==> src/rtl/store_issue_ctrl.sv <==
// Store buffer and two-phase bus issue for the data-side SRAM-like port.
// Optional STQ_ALE_CHECK_EN: flag and drop misaligned stores (adds in_ale).
module store_issue_ctrl #(
  parameter int DEPTH           = 4,
  parameter int MAX_OUTSTANDING = 2
) (
  input  logic        clk,
  input  logic        resetn,
  input  logic        in_valid,
  output logic        in_ready,
  input  logic [31:0] in_addr,
  input  logic [1:0]  in_size,
  input  logic [31:0] in_data,
`ifdef STQ_ALE_CHECK_EN
  output logic        in_ale,
`endif
  output logic        data_req,
  output logic        data_wr,
  output logic [1:0]  data_size,
  output logic [31:0] data_addr,
  output logic [3:0]  data_wstrb,
  output logic [31:0] data_wdata,
  input  logic        data_addr_ok,
  input  logic        data_data_ok,
  input  logic [31:0] ld_addr,
  output logic        ld_hit,
  output logic        empty
);

  localparam int AW = $clog2(DEPTH);
  localparam int PW = AW + 1;
  localparam logic [PW-1:0] DEPTH_P = PW'(DEPTH);
  localparam logic [PW-1:0] MAXO_P  = PW'(MAX_OUTSTANDING);

  logic [PW-1:0] head_q, iss_q, tail_q;
  logic [PW-1:0] head_d, iss_d, tail_d;
  logic [PW-1:0] count, outst;

  logic [31:0] addr_q  [DEPTH];
  logic [1:0]  size_q  [DEPTH];
  logic [3:0]  wstrb_q [DEPTH];
  logic [31:0] wdata_q [DEPTH];

  logic [3:0]  wstrb_n;
  logic [31:0] wdata_n;
  logic        enq, iss_go, ret;

  assign count    = tail_q - head_q;
  assign outst    = iss_q - head_q;
  assign in_ready = count < DEPTH_P;
  assign empty    = count == '0;

`ifdef STQ_ALE_CHECK_EN
  assign in_ale = in_valid &&
                  ((in_size == 2'd1 && in_addr[0]) ||
                   (in_size == 2'd2 && in_addr[1:0] != 2'd0) ||
                   in_size == 2'd3);
  assign enq = in_valid && in_ready && !in_ale;
`else
  assign enq = in_valid && in_ready;
`endif

  // Lane placement; size 3 leaves strobe and data zero.
  always_comb begin
    wstrb_n = 4'b0000;
    wdata_n = 32'h0;
    case (in_size)
      2'd0: begin
        wstrb_n = 4'b0001 << in_addr[1:0];
        wdata_n = {24'h0, in_data[7:0]} << {in_addr[1:0], 3'b000};
      end
      2'd1: begin
        wstrb_n = in_addr[1] ? 4'b1100 : 4'b0011;
        wdata_n = in_addr[1] ? {in_data[15:0], 16'h0}
                             : {16'h0, in_data[15:0]};
      end
      2'd2: begin
        wstrb_n = 4'b1111;
        wdata_n = in_data;
      end
      default: ;
    endcase
  end

  assign data_req   = (iss_q != tail_q) && (outst < MAXO_P);
  assign data_wr    = 1'b1;
  assign data_addr  = addr_q[iss_q[AW-1:0]];
  assign data_size  = size_q[iss_q[AW-1:0]];
  assign data_wstrb = wstrb_q[iss_q[AW-1:0]];
  assign data_wdata = wdata_q[iss_q[AW-1:0]];

  assign iss_go = data_req && data_addr_ok;
  assign ret    = data_data_ok && (outst != '0);

  assign head_d = ret    ? head_q + 1'b1 : head_q;
  assign iss_d  = iss_go ? iss_q + 1'b1  : iss_q;
  assign tail_d = enq    ? tail_q + 1'b1 : tail_q;

  // Every held entry counts, issued or not.
  always_comb begin
    ld_hit = 1'b0;
    for (int k = 0; k < DEPTH; k++) begin
      if (PW'(k) < count &&
          addr_q[AW'(head_q + PW'(k))][31:2] == ld_addr[31:2] &&
          wstrb_q[AW'(head_q + PW'(k))] != 4'b0000)
        ld_hit = 1'b1;
    end
  end

  always_ff @(posedge clk or negedge resetn) begin
    if (!resetn) begin
      head_q <= '0;
      iss_q  <= '0;
      tail_q <= '0;
    end else begin
      head_q <= head_d;
      iss_q  <= iss_d;
      tail_q <= tail_d;
    end
  end

  always_ff @(posedge clk) begin
    if (enq) begin
      addr_q[tail_q[AW-1:0]]  <= in_addr;
      size_q[tail_q[AW-1:0]]  <= in_size;
      wstrb_q[tail_q[AW-1:0]] <= wstrb_n;
      wdata_q[tail_q[AW-1:0]] <= wdata_n;
    end
  end

endmodule

==> config.mk <==
export PLATFORM = sky130hd
export DESIGN_NAME = store_issue_ctrl
export DESIGN_NICKNAME = d
export VERILOG_FILES = /design/src/rtl/store_issue_ctrl.sv
export SDC_FILE = /design/constraint.sdc
export NUM_CORES = 1
export LEC_CHECK = 0
export ABC_AREA = 0
export BUFFER_PORTS_ARGS = -buffer_cell sky130_fd_sc_hd__buf_2
export CORE_MARGIN = 2
export CORE_UTILIZATION = 50
export DETAILED_ROUTE_END_ITERATION = 12
export PLACE_DENSITY = 0.7
export SYNTH_ARGS = -nofsm -noshare
export SYNTH_HDL_FRONTEND = slang
export SYNTH_SLANG_ARGS = --single-unit
==> constraint.sdc <==
create_clock -name clk -period 5.1 [get_ports clk]
set_clock_uncertainty 0.15 [all_clocks]
set_input_delay 0 -clock clk [delete_from_list [all_inputs] [get_ports clk]]
set_output_delay 0 -clock clk [all_outputs]
set_load 0.05 [all_outputs]
Yosys cells after proc, flatten, opt, wreduce, memory -nomap -nowiden. Memory sizes are Yosys's and may differ from the RTL's. Index checks and enable logic that the tools add are counted.

Input bits: 103. Memories kept: 4. Output and inout bits: 75. Word-level logic and storage cells: 58. Bits in writable memories: 280. Register bits after elaboration: 9.

Shift-type cells: 2. Add/sub/neg operators: 7. $lt $le $gt $ge: 6. Reductions and logical operators: 19. Equality and inequality tests: 7. Mux-type cells: 10.

Memory list: addr_q (words 4, bits a word 32, read ports 5, clocked after memory_dff 0, write ports 1, line 39) `logic [31:0] addr_q [DEPTH];`; wdata_q (words 4, bits a word 32, read ports 1, clocked after memory_dff 0, write ports 1, line 42) `logic [31:0] wdata_q [DEPTH];`; wstrb_q (words 4, bits a word 4, read ports 5, clocked after memory_dff 0, write ports 1, line 41) `logic [3:0] wstrb_q [DEPTH];`; size_q (words 4, bits a word 2, read ports 1, clocked after memory_dff 0, write ports 1, line 40) `logic [1:0] size_q [DEPTH];`.

Operators with widths (count): 30-bit equality test (4); 32-bit one-hot mux with 3 select lines (1); 32-bit 2-to-1 mux (1); 8-bit by 5-bit << shifter with 32-bit output (1); 4-bit nonzero test (4); 1-bit logical AND (12); 4-bit one-hot mux with 3 select lines (1); 3-bit by 1-bit adder with 3-bit output, second input constant (3); 1-bit by 3-bit less-than comparator with 1-bit output, first input constant (2); 2-bit by 3-bit less-than comparator with 1-bit output, first input constant (2); 1-bit 2-to-1 mux (6); 3-bit subtractor (2); 2-bit adder, second input constant (2); 4-bit 2-to-1 mux (1); 1-bit by 2-bit << shifter with 4-bit output, first input constant (1); 3-bit zero test (1); 3-bit by 2-bit less-than comparator with 1-bit output, second input constant (1); 3-bit less-than comparator, second input constant (1); 3-bit inequality test (1); 3-bit nonzero test (1); 2-bit by 1-bit equality test with 1-bit output, second input constant (1); 2-bit equality test, second input constant (1); 2-bit zero test (1).

Logic depth before layout (Yosys ltp).
Word-level depth: 8. Gate-level depth with buffers: 11.

Worst setup path after synthesis. No wires, ideal clock.

Kind: reg2reg. Start: register tail_q[0]. End: memory addr_q[3][0], enable pin. Stages on the path, launching flop included: 6. Arrival: 3517 ps. Slack: 996 ps. Path buffers: 0. Cell sequence: dfrtp_1 inv_1 ha_1 fa_1 xnor3_1 and3_1.

Longest elaborated chain between the ends: 5.

RTL lines: start: declaration (line 35) `logic [PW-1:0] head_q, iss_q, tail_q;`; start signal: assignment (line 118) `tail_q <= tail_d;`; 3-bit subtractor (line 48) `assign count = tail_q - head_q;`; 3-bit less-than comparator (line 50) `assign in_ready = count < DEPTH_P;`; via in_ready (line 10) `output logic in_ready,`; 1-bit logical AND (line 60) `assign enq = in_valid && in_ready;`; 1-bit 2-to-1 mux (line 123) `if (enq) begin`; 1-bit 2-to-1 mux (implied by the code) (line 124) `addr_q[tail_q[AW-1:0]] <= in_addr;`; end: declaration (line 39).

The timed path passes the listed nets, and every way through them passes these cells.

Final worst setup path.
Start: register head_q[1]. End: output port ld_hit.

Longest elaborated chain between the ends: 8. Elaborated cells on any way between the ends: 30. Those cells by class: 4 x add/sub; 4 x order compare; 4 x eq/ne; 4 x mux; 12 x reduce/logical; 2 x memory.

RTL lines: start: declaration (line 35); start signal: assignment (line 112) `head_q <= '0;`; start signal: assignment (line 116) `head_q <= head_d;`; 3-bit by 1-bit adder with 3-bit output, or another cell as far along (line 104, 105); memory 4 x 32 bit, or another cell as far along; 30-bit equality test or 1-bit logical AND (tied branches) (line 104, 103); 1-bit logical AND, on equally long branches (line 103, 104); 1-bit logical AND or 1-bit 2-to-1 mux (tied branches) (line 104, 103); 1-bit 2-to-1 mux (2 in series) (line 103) `if (PW'(k) < count &&`; 1-bit 2-to-1 mux (*) (line 103); end: declaration (line 26) `output logic ld_hit,`.

Mark *: on every way between the ends. The rest lies on a longest branch, timed or not.

==> flow_summary.ini <==
[status]
outcome = finished clean

[drt]
vias = 10326
wl_mm = 41.3
dr.pass1.iters = 8
drtIter0Drc = 1131
avgViaCountPerCell = 6.39
drc = 0
wire_per_inst_um = 25.6
ant_nets = 0

[timing]
grt_setup_unrepaired = false
max_freq_mhz = 228
tns_ps = 0
hold_viol = 0
hold_ws_ps = 32.5
slew_viol_final = 0
worst_slack_ps = 707
slew_headroom_pct = 30.0
worstMarginPinSlew_ps = 1050
period_needed_ps = 4390
fin_crit_sh_pct = 86.1
report.final.setup_viol = 0

[critical_path]
start_kind = register
path_depth = 8
cp_data_required_time_ps = 4950
path_class = reg -> out
cp_max_fo = 41
crit_path_end_kind = output port
crit_family = simple AND/OR/NAND/NOR gates
r2r.worst_path.cells = 6
cp_slowest_cell = ha_4
critPathMaxStageDelay_ps = 750
arrival_ps = 4240
path_cells = ha_4, mux4_2, xor2_1, nor4_1, o211ai_1, or4_1, nand4_1, buf_2
cp.buffers_inverters = 1

[flow_run]
maxCapViolations = 0

[power_and_ir_drop]
cellInternalPower_w = 0.00762
power.switching_w = 0.00577
irDropWorstVdd_mv = 0.425
seq_power_share_pct = 28.1
p_leak_nw = 6.58
swShare_pct = 43.1
clkPwrFrac_pct = 16.8
power-per-cell-area_nw_per_um2 = 700
power_frac_comb_pct = 55.1

[floorplanning]
initial_core_util_pct = 50.7
core_um2 = 31600
die_area_um2 = 33500
io_pins = 178
die_h_um = 183
std_cell_rows = 65
die_w_um = 183

[clock_network]
clk_path_buf_depth = 3
htreeDepth = 1
cts_buffers = 31
cts_sinks = 289
cts_tree = built
clkSlewWorstSetupHoldPaths_ps = 60
insertion_delay_ps = 580
cts_root_buf = clkbuf_16
postCtsSetupBuffers = 0

[cells_and_area]
fin_nets = 1300
drive_above_1_share_pct = 35.6
syn2layout_area_growth_pct = 19.5
fin_cells = 1615
final_cell_mix = 280 x edfxtp_1, 174 x buf_2, 169 x mux4_2, 85 x dlygate4sd3_1, 76 x xnor2_1
final_common_cell = edfxtp_1
postLayoutCoreUtil_pct = 60.6

[logic_synthesis]
ys_types = 61
syn_nets = 1063
syn_area_per_cell_um2 = 16.9
synth_edf_count = 280
syn_area_um2 = 16000
async_flop_share_pct = 3.11
synthCells = 950
synth_ff_type = edfxtp_1
synth_warnings = 0
ys_seq_area_share_pct = 53.9
ys_seq_elements = 289

[placed_design]
pre_cts_slack_ps = 1280
routabilityCongestion = 0.905
io_buffers = 174
place_hpwl_mm = 27.4
dp_cells = 1471

[grt]
grt_pass1_wl_mm = 62.8
grt_max_degree = 123
grt_usage_pct = 24.8
grt_pass1_vias = 10440
antenna_found_initial = 5
grt-ovfl-total = 0

[min_path]
hold_path_depth = 2
hp-class = in -> reg
worst paths after layout:
check	from	endpoint	slack, ps
max	head_q[1]	ld_hit	710
min	in_addr[9]	addr_q[2][9]	30
max reg2reg	tail_q[0]	wdata_q[2][5]	1870
min reg2reg	tail_q[2]	tail_q[2]	380
max in group asynchronous	resetn	iss_q[0]	4210
min in group asynchronous	resetn	head_q[2]	260
what timing repair did:
item | CTS | global route
resized for setup | 0 | 0
hold endpoints to repair | 334 | 0
hold buffers | 85 | 0
synth_stat cells, drive strengths merged, types with 7 or more instances:
cell type | n | share of area, %
a21oi | 13 | 0.41
a222oi | 10 | 0.63
a22o | 11 | 0.60
a22oi | 8 | 0.38
and2 | 10 | 0.39
buf | 44 | 1.7
clkbuf | 30 | 0.70
dfrtp | 9 | 1.4
edfxtp | 280 | 53
ha | 8 | 0.63
inv | 23 | 0.54
mux2 | 8 | 0.56
mux2i | 34 | 2.1
mux4 | 169 | 24
nand2 | 16 | 0.38
nand4 | 17 | 0.66
nor2 | 14 | 0.33
nor3 | 7 | 0.22
nor4 | 14 | 0.55
o21ai | 15 | 0.47
xnor2 | 76 | 4.2
xor2 | 47 | 2.6
state kept, by name, summed over array words and instances (netlist names):
register,flops
addr_q,128
wdata_q,128
wstrb_q,16
size_q,8
head_q,3
iss_q,3
tail_q,3
per-stage QoR:
stage	area, um2	total power [W]
after CTS	19100	0.0135
after global placement	17300	0.0111
after floorplan	16000	0.00952
final	19100	0.0134
after detailed placement	17300	0.0112
after global routing	19100	0.0140
cell type report:
class	count	area, um2
antenna	4	10.0
clock buffer	36	795
tap	402	503
fill	2306	12400
multi-input combinational	563	6950
sequential	289	8650
clock inverter	19	223
timing repair buffer	278	1910
inverter	24	90.1
routing by layer:
metal  global-route usage, %  vias up  share of wire [%]
li1                        -     4437                  -
met3                    6.04       90                9.6
met5                       0        -              0.056
met2                    41.1      551                 48
met4                    6.30        4                2.7
met1                    33.2     5244                 39
power by group through the flow:
stage	clock network [W]	registers, W	logic, W
finish	0.00225	0.00377	0.00738
CTS	0.00227	0.00377	0.00743
global route	0.00238	0.00384	0.00781
detailed placement	0	0.00382	0.00734
floorplan	0	0.00357	0.00595
global placement	0	0.00378	0.00731
kinds of logic after synthesis:
logic type	share of synthesized area, %
AND/OR/NAND/NOR	4.02
AO/OA/AOI/OAI	4.89
other	0.0234
adder cells (fa/ha/maj)	0.875
buffers and inverters	2.92
multiplexers	26.5
flip-flops	53.9
XOR/XNOR	6.87
No activity file was read; power rests on OpenSTA's default activity.
